==> config.mk <==
export PLATFORM = sky130hd
export DESIGN_NAME = hyper_bist
export DESIGN_NICKNAME = d
export VERILOG_FILES = /design/src/rtl/hyper_bist.sv
export SDC_FILE = /design/constraint.sdc
export NUM_CORES = 1
export LEC_CHECK = 0
export BUFFER_PORTS_ARGS = -buffer_cell sky130_fd_sc_hd__buf_2
export CAP_MARGIN = 20
export CELL_PAD_IN_SITES_DETAIL_PLACEMENT = 1
export CELL_PAD_IN_SITES_GLOBAL_PLACEMENT = 1
export CORE_ASPECT_RATIO = 1.75
export CORE_MARGIN = 5
export CORE_UTILIZATION = 25
export DETAILED_ROUTE_END_ITERATION = 12
export PLACE_DENSITY_LB_ADDON = 0.25
export SYNTH_ARGS = -nofsm -noshare
export SYNTH_HDL_FRONTEND = slang
export SYNTH_SLANG_ARGS = --single-unit
export TNS_END_PERCENT = 20
==> constraint.sdc <==
create_clock -name clk -period 2.9 [get_ports clk]
set_input_delay 0.29 -clock clk [delete_from_list [all_inputs] [get_ports clk]]
set_output_delay 0.29 -clock clk [all_outputs]
set_load 0.005 [all_outputs]
==> src/rtl/hyper_bist.sv <==
// Self-contained memory tester for hyper_xface: writes an address or LFSR pattern
// to a block of dwords, reads it back, and reports mismatches and timeouts.
module hyper_bist #(
    parameter logic [31:0] ADDR_STEP = 32'd1,
    parameter logic [15:0] TIMEOUT   = 16'd4096,
    parameter logic [31:0] SEED      = 32'hACE1
) (
    input  logic        clk,
    input  logic        reset,
    input  logic        start,
    input  logic        mode,
    input  logic [31:0] base_addr,
    input  logic [15:0] num_words,
    output logic        running,
    output logic        done,
    output logic        pass,
    output logic        timeout,
    output logic [15:0] err_count,
    output logic [31:0] first_err_addr,
    output logic [31:0] first_err_data,
    output logic        rd_req,
    output logic        wr_req,
    output logic [31:0] addr,
    output logic [31:0] wr_d,
    output logic [3:0]  wr_byte_en,
    output logic [5:0]  rd_num_dwords,
    input  logic        busy,
    input  logic [31:0] rd_d,
    input  logic        rd_rdy
);

    typedef enum logic [2:0] {
        S_IDLE, S_WR_REQ, S_WR_WAIT, S_RD_INIT, S_RD_REQ, S_RD_WAIT, S_DONE
    } state_t;

    state_t      r_state;
    state_t      w_next;
    logic        r_mode;
    logic [31:0] r_base;
    logic [15:0] r_num;
    logic [15:0] r_idx;
    logic [31:0] r_addr;
    logic [31:0] r_lfsr;
    logic [15:0] r_tcnt;
    logic [1:0]  r_hold;
    logic [15:0] r_err_count;
    logic [31:0] r_first_err_addr;
    logic [31:0] r_first_err_data;
    logic        r_timeout;

    logic        w_accept;
    logic        w_restart;
    logic        w_step;
    logic        w_cmp;
    logic        w_abort;
    logic        w_wr_req;
    logic        w_rd_req;
    logic        w_tmo;
    logic        w_last;
    logic        w_running;
    logic        w_enter_req;
    logic [31:0] w_expect;

    function automatic logic [31:0] lfsr_step(input logic [31:0] s);
        return {1'b0, s[31:1]} ^ (s[0] ? 32'h8020_0003 : 32'h0000_0000);
    endfunction

    function automatic logic [15:0] sat_inc(input logic [15:0] v);
        return (v == 16'hFFFF) ? v : v + 16'd1;
    endfunction

    assign w_tmo     = (r_tcnt == TIMEOUT);
    assign w_last    = (r_idx == r_num - 16'd1);
    assign w_expect  = r_mode ? r_lfsr : r_addr;
    assign w_running = (r_state != S_IDLE) && (r_state != S_DONE);

    always_ff @(posedge clk) begin
        if (reset) begin
            r_state <= S_IDLE;
        end else begin
            r_state <= w_next;
        end
    end

    always_comb begin
        w_next    = r_state;
        w_accept  = 1'b0;
        w_restart = 1'b0;
        w_step    = 1'b0;
        w_cmp     = 1'b0;
        w_abort   = 1'b0;
        w_wr_req  = 1'b0;
        w_rd_req  = 1'b0;
        case (r_state)
            S_IDLE, S_DONE: begin
                if (start) begin
                    w_accept = 1'b1;
                    w_next   = (num_words == 16'd0) ? S_DONE : S_WR_REQ;
                end
            end
            S_WR_REQ: begin
                if (w_tmo) begin
                    w_abort = 1'b1;
                    w_next  = S_DONE;
                end else if (!busy) begin
                    w_wr_req = 1'b1;
                    w_next   = S_WR_WAIT;
                end
            end
            S_WR_WAIT: begin
                // busy is not trusted until the controller has had 2 cycles to raise it
                if (w_tmo) begin
                    w_abort = 1'b1;
                    w_next  = S_DONE;
                end else if (r_hold == 2'd0 && !busy) begin
                    w_step = 1'b1;
                    w_next = w_last ? S_RD_INIT : S_WR_REQ;
                end
            end
            S_RD_INIT: begin
                w_restart = 1'b1;
                w_next    = S_RD_REQ;
            end
            S_RD_REQ: begin
                if (w_tmo) begin
                    w_abort = 1'b1;
                    w_next  = S_DONE;
                end else if (!busy) begin
                    w_rd_req = 1'b1;
                    w_next   = S_RD_WAIT;
                end
            end
            S_RD_WAIT: begin
                if (w_tmo) begin
                    w_abort = 1'b1;
                    w_next  = S_DONE;
                end else if (rd_rdy) begin
                    w_cmp  = 1'b1;
                    w_step = 1'b1;
                    w_next = w_last ? S_DONE : S_RD_REQ;
                end
            end
            default: w_next = S_IDLE;
        endcase
    end

    assign w_enter_req = ((w_next == S_WR_REQ) || (w_next == S_RD_REQ)) && (w_next != r_state);

    always_ff @(posedge clk) begin
        if (reset) begin
            r_mode           <= 1'b0;
            r_base           <= 32'd0;
            r_num            <= 16'd0;
            r_idx            <= 16'd0;
            r_addr           <= 32'd0;
            r_lfsr           <= SEED;
            r_tcnt           <= 16'd0;
            r_hold           <= 2'd0;
            r_err_count      <= 16'd0;
            r_first_err_addr <= 32'd0;
            r_first_err_data <= 32'd0;
            r_timeout        <= 1'b0;
        end else begin
            if (w_accept) begin
                r_mode           <= mode;
                r_base           <= base_addr;
                r_num            <= num_words;
                r_idx            <= 16'd0;
                r_addr           <= base_addr;
                r_lfsr           <= SEED;
                r_err_count      <= 16'd0;
                r_first_err_addr <= 32'd0;
                r_first_err_data <= 32'd0;
                r_timeout        <= 1'b0;
            end
            if (w_restart) begin
                r_idx  <= 16'd0;
                r_addr <= r_base;
                r_lfsr <= SEED;
            end
            if (w_step) begin
                r_idx  <= r_idx + 16'd1;
                r_addr <= r_addr + ADDR_STEP;
                r_lfsr <= lfsr_step(r_lfsr);
            end
            if (w_cmp && (rd_d != w_expect)) begin
                r_err_count <= sat_inc(r_err_count);
                if (r_err_count == 16'd0) begin
                    r_first_err_addr <= r_addr;
                    r_first_err_data <= rd_d;
                end
            end
            if (w_abort) begin
                r_timeout <= 1'b1;
            end
            if (w_enter_req) begin
                r_tcnt <= 16'd0;
            end else if (w_running) begin
                r_tcnt <= r_tcnt + 16'd1;
            end
            if (w_wr_req) begin
                r_hold <= 2'd2;
            end else if (r_state == S_WR_WAIT && r_hold != 2'd0) begin
                r_hold <= r_hold - 2'd1;
            end
        end
    end

    assign running        = w_running;
    assign done           = (r_state == S_DONE);
    assign pass           = done && (r_err_count == 16'd0) && !r_timeout;
    assign timeout        = r_timeout;
    assign err_count      = r_err_count;
    assign first_err_addr = r_first_err_addr;
    assign first_err_data = r_first_err_data;
    assign wr_req         = w_wr_req;
    assign rd_req         = w_rd_req;
    assign addr           = r_addr;
    assign wr_d           = w_expect;
    assign wr_byte_en     = 4'hF;
    assign rd_num_dwords  = 6'h1;

endmodule
==> Yosys cells after proc, flatten, opt, wreduce, memory -nomap -nowiden <==
Cells that the tools add are included.
{ "word_totals": {"elab_cells": 112, "in_bits": 86, "regBits": 231} }
{ "classes": {"n_bitwise": 1, "n_addsub": 6, "eq_ne": 15, "n_mux": 51, "reduce_logical": 25} }
{ "op_table": {"columns": ["op", "n"], "rows": [
  ["32-bit 2-to-1 mux", 14],
  ["16-bit 2-to-1 mux", 5],
  ["16-bit by 1-bit adder with 16-bit output, second input constant", 3],
  ["32-bit by 1-bit adder with 32-bit output, second input constant", 1],
  ["16-bit zero test", 2],
  ["32-bit != test", 1],
  ["31-bit by 32-bit XOR with 32-bit output", 1],
  ["3-bit 2-to-1 mux", 10],
  ["3-bit case mux with 6 select lines", 1],
  ["16-bit by 13-bit == test with 1-bit output, second input constant", 1],
  ["16-bit == test", 1],
  ["16-bit == test, second input constant", 1],
  ["1-bit 2-to-1 mux", 16],
  ["16-bit by 1-bit subtractor with 16-bit output, second input constant", 1],
  ["3-bit == test, second input constant", 4],
  ["2-bit 2-to-1 mux", 4],
  ["2-bit nonzero test", 4],
  ["1-bit logical AND", 7],
  ["3-bit by 1-bit == test with 1-bit output, second input constant", 2],
  ["3-bit by 2-bit == test with 1-bit output, second input constant", 2],
  ["3-bit nonzero test", 2],
  ["2-bit OR reduction", 3],
  ["4-bit OR reduction", 1],
  ["3-bit zero test", 1],
  ["other kinds (9)", 10]
]} }

==> Logic depth before layout (Yosys ltp) <==
Gate-level depths: netlist of the first run.
{ "logic_depth": {"depth_word": 10, "depth_mapped": 13} }

==> Worst setup path before layout of the first run <==
No wires, ideal clock.
{ "synth_timing": {"path_kind": "register to register", "start": "reg r_tcnt[0]", "end": "reg r_addr[2] (netlist: addr[2])", "arrival_time_ns": 2.420, "path_stages_with_launch": 13, "period_less_slack_ns": 2.547, "t_required_ns": 2.772, "n_path_buf": 4, "path_slack_ns": 0.353, "cell_sequence": "dfxtp_1 > inv_1 > ha_1 > or4b_1 > nor4_2 > buf_4 > nand2b_1 > buf_2 > buf_4 > buf_2 > o21ai_0 > a21oi_1 > nor2_1"} }
{ "synth_between": {"elab_chain_cells": 4} }
{ "synth_lines": {"columns": ["element", "line", "rtl"], "rows": [
  ["from (decl)", "44", "logic [15:0] r_tcnt;"],
  ["from (signal assigned)", "199", "r_tcnt <= r_tcnt + 16'd1;"],
  ["16-bit by 13-bit == test with 1-bit output (*)", "72", "assign w_tmo = (r_tcnt == TIMEOUT);"],
  ["1-bit 2-to-1 mux, on equally long branches", "134, 112", null],
  ["1-bit case mux with 2 select lines (*)", "94", "case (r_state)"],
  ["3-bit nonzero test (no line) / 32-bit 2-to-1 mux (equally long branches)", null, null],
  ["to (signal assigned)", "169", "r_addr <= base_addr;"],
  ["to (signal assigned)", "178", "r_addr <= r_base;"],
  ["to (signal assigned)", "183", "r_addr <= r_addr + ADDR_STEP;"],
  ["to (decl)", "42", "logic [31:0] r_addr;"]
]} }
Mark *: on every way between the ends. The rest lies on a longest branch, timed or not.
A chain may end at the register's enable or synchronous reset.

==> Worst setup path after layout of the first run <==
{ "layout_timing": {"start": "reg r_mode", "end": "reg r_first_err_data[2] (netlist: first_err_data[2])"} }
{ "layout_between": {"elab_chain_cells": 4} }
{ "layout_lines": {"columns": ["element", "line", "rtl"], "rows": [
  ["from (decl)", "38", "logic r_mode;"],
  ["from (signal assigned)", "165", "r_mode <= mode;"],
  ["32-bit 2-to-1 mux", "74", "assign w_expect = r_mode ? r_lfsr : r_addr;"],
  ["32-bit != test", "186", "if (w_cmp && (rd_d != w_expect)) begin"],
  ["1-bit logical AND", "186", null],
  ["32-bit 2-to-1 mux", "186", null],
  ["to (signal assigned)", "190", "r_first_err_data <= rd_d;"],
  ["to (decl)", "48", "logic [31:0] r_first_err_data;"]
]} }
Every way passes these cells.

==> key figures, run 1 <==
Worst hold path
  – Hold Path Class: in -> reg
  – Hold path startpoint: base_addr[23]

Clocking
  – Clk sinks: 231
  – CTS Buffer Depth: 3
  – H-tree depth: 1
  – CTS clk-pin slew, worst paths: ~0.06 ns
  – Root Buffer: clkbuf_16
  – TritonCTS clock tree: done
  – Clock buffer count from CTS: 26
  – Worst skew pair latency: ~0.55 ns

Setup path
  – Slowest-stage cell, CP: nor4_1
  – Critical Path Source: r_mode
  – CP max FO: 16
  – CP Capture Type: register
  – CP required: 3.37 ns
  – CP arrival: about 3.3 ns
  – Worst setup SP type: register
  – Worst r2r src: r_mode
  – Worst path max stage delay: 0.47 ns
  – Critical Path, Cell by Cell: clkbuf_16, mux2_2, xor2_1, nor4_1, nand4_1, buf_4, o21ai_4, buf_12, buf_16, nand3_1, a21oi_2
  – Setup Crit Path Kind: reg -> reg

Timing
  – Endpoints failing hold: 0
  – Slew HR: 0.493
  – RSZ-0062 raised after global routing: true
  – Crit path time final: 2.87 ns
  – Setup Skew: roughly 0.020 ns
  – Slew Viols, Final: 0
  – Worst-Margin Slew: 0.760 ns
  – # setup viols final: 0
  – Period utilization: 0.988
  – Setup TNS: 0 ns
  – Max Freq: 349 MHz

Yosys
  – Distinct cells, synth: 73
  – Syn avg cell area: 7.93 um^2
  – Syn. warnings: 0
  – Post-synth top flop: dfxtp_1
  – Post-synth EDFFs: 0
  – Post-Syn Area: approximately 11000 um^2
  – Post-synth ARST share: 0
  – Register area share after synthesis: 0.410
  – Mapped Cells: roughly 1.4k
  – Synth Register Bits: about 230

Layout
  – Area growth from synthesis to layout: 37.9%
  – Commonest non-fill, non-tap cells in the layout: 235 x buf_2, 230 x dfxtp_1, 229 x nand2_1
  – Final instance area: 15600 um^2
  – Fraction of layout cells with a size suffix above 1: 0.274
  – Nets@finish: 1851
  – Most common cell after layout, fill and taps aside: buf_2

Status
  – Status: finished clean

Floorplanning
  – Row count: 103
  – Core area: around 45000 um^2
  – Die height: 291 um
  – Die area: about 50000 um^2
  – Die W: about 170 um
  – Io pins: 246
  – Initial core utilization: 0.251

Power and ir drop
  – Maximum vdd drop: 0.355 mV
  – PwrDens: roughly 680 nW/um^2
  – Leakage power: 6.38 nW

Route
  – Iter 0 DRT Violations: 421
  – DRC Markers: 0
  – Routed WL: 49.3 mm
  – Avg WL per Cell: approximately 21 um
  – Via density: roughly 5.1
  – Vias: around 12k
  – DRT antenna net count: 0
  – DR pass1 iterations: 4

Placed design
  – Gpl congestion: 0.815
  – HPWL Detailed: around 35 mm
  – PortBufs: between 200 and 250
  – Placed instance area: about 14000 um^2

GRT
  – Initial antenna violation count: 2
  – First-pass GRT wire length: 74.1 mm
  – Largest net degree at the start of global routing: 126
  – Grt ovf: 0
  – GRT Overall Usage: 0.187
  – Vias in the first global route: 12.6k

Flow run
  – Max cap viols: 0
==> critical path: cells and delay by family, from the launching register on <==
| kind | cells | cell delay, ns |
|---|---|---|
| flip-flops | 1 | 0.41 |
| buffers and inverters | 4 | 0.68 |
| AND/OR/NAND/NOR | 3 | 0.80 |
| multiplexers | 1 | 0.38 |
| XOR/XNOR | 1 | 0.17 |
| AO/OA/AOI/OAI | 2 | 0.33 |
==> cell usage after synthesis, types with 3 or more instances <==
| cell | n | area share |
|---|---|---|
| or4_1 | 4 | 0.0027 |
| a22oi_1 | 26 | 0.017 |
| buf_1 | 3 | 0.0010 |
| a311oi_1 | 12 | 0.0093 |
| nor4b_1 | 3 | 0.0023 |
| nand2b_1 | 16 | 0.0089 |
| nor2b_1 | 5 | 0.0028 |
| and2_1 | 6 | 0.0033 |
| buf_2 | 22 | 0.0098 |
| ha_1 | 8 | 0.0089 |
| mux2i_1 | 6 | 0.0053 |
| a31oi_1 | 10 | 0.0055 |
| a21oi_1 | 156 | 0.069 |
| xor2_1 | 56 | 0.043 |
| a211oi_1 | 14 | 0.0093 |
| nor2_1 | 124 | 0.041 |
| o31ai_1 | 3 | 0.0020 |
| nand2_1 | 229 | 0.076 |
| or2_2 | 4 | 0.0022 |
| o22ai_1 | 19 | 0.011 |
| a221oi_1 | 3 | 0.0023 |
| or3_1 | 10 | 0.0055 |
| nor3_1 | 41 | 0.018 |
| o211ai_1 | 7 | 0.0047 |
| nand4_1 | 13 | 0.0072 |
| nand3b_1 | 3 | 0.0020 |
| nand4b_1 | 4 | 0.0031 |
| and3_1 | 22 | 0.012 |
| clkbuf_1 | 71 | 0.024 |
| xnor2_1 | 19 | 0.015 |
| mux2_2 | 34 | 0.034 |
| dfxtp_1 | 231 | 0.41 |
| o21ai_0 | 36 | 0.016 |
| nor4_1 | 23 | 0.013 |
| a41o_1 | 5 | 0.0044 |
| buf_4 | 12 | 0.0080 |
| inv_1 | 16 | 0.0053 |
| nand3_1 | 101 | 0.045 |
| and4_1 | 3 | 0.0023 |
==> through the flow <==
stage / std cells / total power [mW] / utilization / worst slack [ns] / hold slack, ns
after CTS: 2338 / 10.6 / 0.339 / 0.00596 / 0.000280
final: 2354 / 10.6 / 0.346 / 0.0341 / 0.0230
after floorplan: 1431 / 5.43 / - / 0.353 / 0.426
after detailed placement: 2232 / 7.00 / 0.303 / -0.334 / 0.449
after global placement: 2232 / 6.96 / 0.303 / -0.269 / 0.441
after global routing: 2354 / 11.1 / 0.346 / -0.0478 / 0.0209
==> worst paths after layout <==
kind                       end  slack [ns]  cells after the start
min reg2reg          r_base[8]        0.46                      2
max reg2reg  first_err_data[2]        0.03                     11
max          first_err_data[2]        0.03                     11
min                 r_base[23]        0.02                      3
==> state kept, by name, summed over array words and instances, names as in the netlist <==
register	cells
r_num	16
first_err_addr	32
r_idx	16
r_base	32
addr	32
r_tcnt	16
timeout	1
r_hold	2
err_count	16
r_lfsr	32
r_mode	1
first_err_data	32
r_state	3
==> timing repair <==
action / CTS / global route
pin swaps: 3 / 9
endpoints found under the hold margin: 55 / 0
cloned: 3 / 5
setup endpoints to repair: 92 / 98
setup buffers: 2 / 9
hold buffers: 55 / 0
resized for setup: 18 / 33
==> per-layer routing <==
metal | global-route usage | routed length (um) | vias to the layer above
met2 | 0.348 | 25900 | 320
met3 | 0.0317 | 2320 | 68
li1 | - | - | 5661
met5 | 0 | 0 | -
met1 | 0.212 | 19300 | 5845
met4 | 0.0647 | 1890 | 0
==> power breakdown <==
part | switching [mW] | internal (mW)
sequential | 0.276 | 3.42
clock | 1.42 | 1.99
combinational | 2.04 | 1.42
total | 3.73 | 6.83
==> cell type report <==
type                    count  area (um^2)
well taps                 577          722
repair buffers            406         2870
diodes                      2         5.00
multi-input cells        1076         6420
flip-flops and latches    231         4630
fillers                  5354        29400
inverters                  16         60.1
clock buffers              39          801
clock inverters             7         63.8
==> cells by family (layout without fill, tap and decap cells) <==
| family | after synthesis | in the layout | share of synthesized area |
|---|---|---|---|
| flip-flops | 231 | 231 | 0.410 |
| AND/OR/NAND/NOR | 630 | 630 | 0.267 |
| XOR/XNOR | 75 | 75 | 0.0582 |
| adder cells (fa/ha/maj) | 8 | 8 | 0.00887 |
| multiplexers | 41 | 41 | 0.0406 |
| AO/OA/AOI/OAI | 312 | 312 | 0.168 |
| buffers and inverters | 124 | 468 | 0.0477 |
| other | 2 | 12 | 0.000665 |
Note: power is estimated with default switching activity, not from simulation.
==> run 2: changes to the inputs <==
Settings changed: CAP_MARGIN 20 to not set, CORE_MARGIN 5 to 3.
==> run 2 against run 1 <==
Net effect:
- final cell count down 0.38%
- clock skew down 0.0037 ns
- first-iteration DRC count up 8.6%
- sequential power about the same
- die area down 3.7%
- fmax up 1.4%
- hold slack worse by 0.00092 ns
- sequential cell count unchanged
- register-to-register slack better by 0.04 ns
- global-route usage up 0.25 points
- largest cell class unchanged
- non-clock buffer count down 3
- critical path type unchanged
==> key figures, run 2 (synthesis results as in run 1) <==
Clocking
  – Clock buffer count from CTS: 26
  – Worst skew pair latency: 0.55 ns
  – CTS clk-pin slew, worst paths: around 0.06 ns
  – Root Buffer: clkbuf_16
  – CTS Buffer Depth: 3
  – H-tree depth: 1
  – TritonCTS clock tree: done
  – Clk sinks: 231

Route
  – Iter 0 DRT Violations: 457
  – DRT antenna net count: 0
  – Vias: 11.9k
  – Via density: 5.06
  – DRC Markers: 0
  – Routed WL: 47.8 mm
  – DR pass1 iterations: 4
  – Avg WL per Cell: between 20 and 25 um

Floorplanning
  – Initial core utilization: 0.254
  – Die W: 167 um
  – Row count: 102
  – Core area: 44400 um^2
  – Io pins: 246
  – Die area: about 48000 um^2
  – Die height: 287 um

Power and ir drop
  – PwrDens: approximately 680 nW/um^2
  – Maximum vdd drop: 0.404 mV
  – Leakage power: between 6 and 7 nW

Setup path
  – CP required: 3.36 ns
  – Worst r2r src: r_mode
  – CP Capture Type: register
  – Worst setup SP type: register
  – Setup crit end: err_count[4]
  – Reg2Reg Setup Slack: 0.07 ns
  – Critical Path Source: r_mode
  – CP max FO: 8
  – CP arrival: 3.28 ns
  – Reg2Reg Capture Point: err_count[4]
  – Setup Crit Path Kind: reg -> reg
  – Worst r2r path cells: 13

Flow run
  – Max cap viols: 0

Timing
  – Endpoints failing hold: 0
  – Max Freq: approximately 350 MHz
  – Worst-Margin Slew: 0.726 ns
  – # setup viols final: 0
  – Slew Viols, Final: 0
  – Setup Skew: 0.0162 ns
  – Slew HR: 0.514
  – Min Hold Slack: 0.0220 ns
  – Crit path time final: 2.83 ns
  – RSZ-0062 raised after global routing: true
  – Setup ws final: 0.0747 ns
  – Period utilization: 0.974

GRT
  – GRT Overall Usage: 0.190
  – First-pass GRT wire length: ~73 mm
  – M1 GR Usage: 0.215
  – Grt ovf: 0
  – Grt met2 use: 0.362
  – Largest net degree at the start of global routing: 147
  – Vias in the first global route: between 10k and 15k
  – GR Util met3: 0.0293
  – Initial antenna violation count: 2
  – Layer with the highest usage: met2

Layout
  – Final instance area: ~15000 um^2
  – Area growth from synthesis to layout: 37.0%
  – Fraction of layout cells with a size suffix above 1: 0.280
  – Layout Utilization: 0.348
  – N_diodes: 0
  – Nets@finish: 1848
  – Most common cell after layout, fill and taps aside: buf_2
  – Final Non-Filler Cells: approximately 2.3k
  – Final-layout fill cell count: 5388
  – Commonest non-fill, non-tap cells in the layout: 234 x buf_2, 229 x nand2_1, 228 x dfxtp_1

Placed design
  – Gpl congestion: 0.814
  – PortBufs: 235
  – Pre-CTS setup slack: -0.487 ns
  – Placed instance area: 13700 um^2
  – Placed insts: between 2k and 2.5k
  – HPWL Detailed: 34.7 mm

Worst hold path
  – Hold Path Class: in -> reg

Status
  – Status: finished clean
==> run 2: cell count changes in the layout (fill, tap and decap cells not counted), moves of 3 or more <==
cell / previous run / this run
dlygate4sd3_1: 55 / 43
clkinvlp_4: 0 / 3
buf_6: 6 / 3
xor2_2: 7 / 4
mux2_4: 7 / 11
nor4_1: 20 / 13
a21oi_1: 143 / 154
mux2_2: 28 / 24
buf_12: 9 / 12
buf_4: 93 / 109
nor4_2: 3 / 11
a21oi_2: 13 / 2
clkbuf_16: 31 / 27
==> run 2: worst min path at each step <==
stage	startpoint	endpoint	depth (start not counted)
floorplan	base_addr[10]	r_base[10]	2
global placement	r_base[25]	r_base[25]	2
detailed placement	r_base[21]	r_base[21]	2
CTS	rd_d[1]	first_err_data[1]	3
global route	rd_d[30]	first_err_data[30]	3
finish	rd_d[29]	first_err_data[29]	3
==> run 2: worst max-delay path: stages, from the launching register on <==
cell and delay, ns:
dfxtp_4 0.36, buf_12 0.14, buf_12 0.15, buf_8 0.14, mux2_4 0.35, xor2_4 0.21, nor4_2 0.05, nand4_1 0.16
nor2_1 0.07, buf_4 0.17, o31a_1 0.32, buf_6 0.15, or3_4 0.32, a21oi_2 0.13
==> run 2: metrics by stage <==
| stage | setup TNS [ns] | power [mW] |
|---|---|---|
| global placement | -32.20 | 6.89 |
| finish | 0 | 10.6 |
| detailed placement | -34.04 | 6.93 |
| floorplan | 0 | 5.43 |
| global route | -0.0512 | 11.1 |
| CTS | 0 | 10.6 |
==> run 2: area by class of cell <==
class / instances / area [um^2] / area share
clock buffer: 39 / 811 / 0.0524
clock inverter: 8 / 76.3 / 0.00494
inverter: 16 / 60.1 / 0.00388
timing repair buffer: 403 / 2740 / 0.177
tap: 572 / 716 / 0.0463
multi-input combinational: 1076 / 6430 / 0.416
sequential: 231 / 4630 / 0.299
==> run 2: timing repair <==
action,CTS,global route
endpoints found under the hold margin,43,0
pin swaps,3,23
hold buffers,43,0
resized for setup,14,41
cloned,1,1
endpoints found under the setup margin,97,98
buffers inserted,9,10
==> run 2: metal layers <==
layer / vias up / wire [um]
met5: - / 13
met2: 306 / 25000
met4: 2 / 1600
met1: 5816 / 19000
met3: 71 / 2170
li1: 5667 / -
==> run 2: report_power, final <==
| part | switching (mW) | internal (mW) | total, mW | leakage (nW) |
|---|---|---|---|---|
| clock network | 1.45 | 2.02 | 3.46 | 0.432 |
| logic | 2.01 | 1.39 | 3.40 | 4.04 |
| registers | 0.273 | 3.43 | 3.70 | 1.88 |
| total | 3.73 | 6.83 | 10.6 | 6.35 |
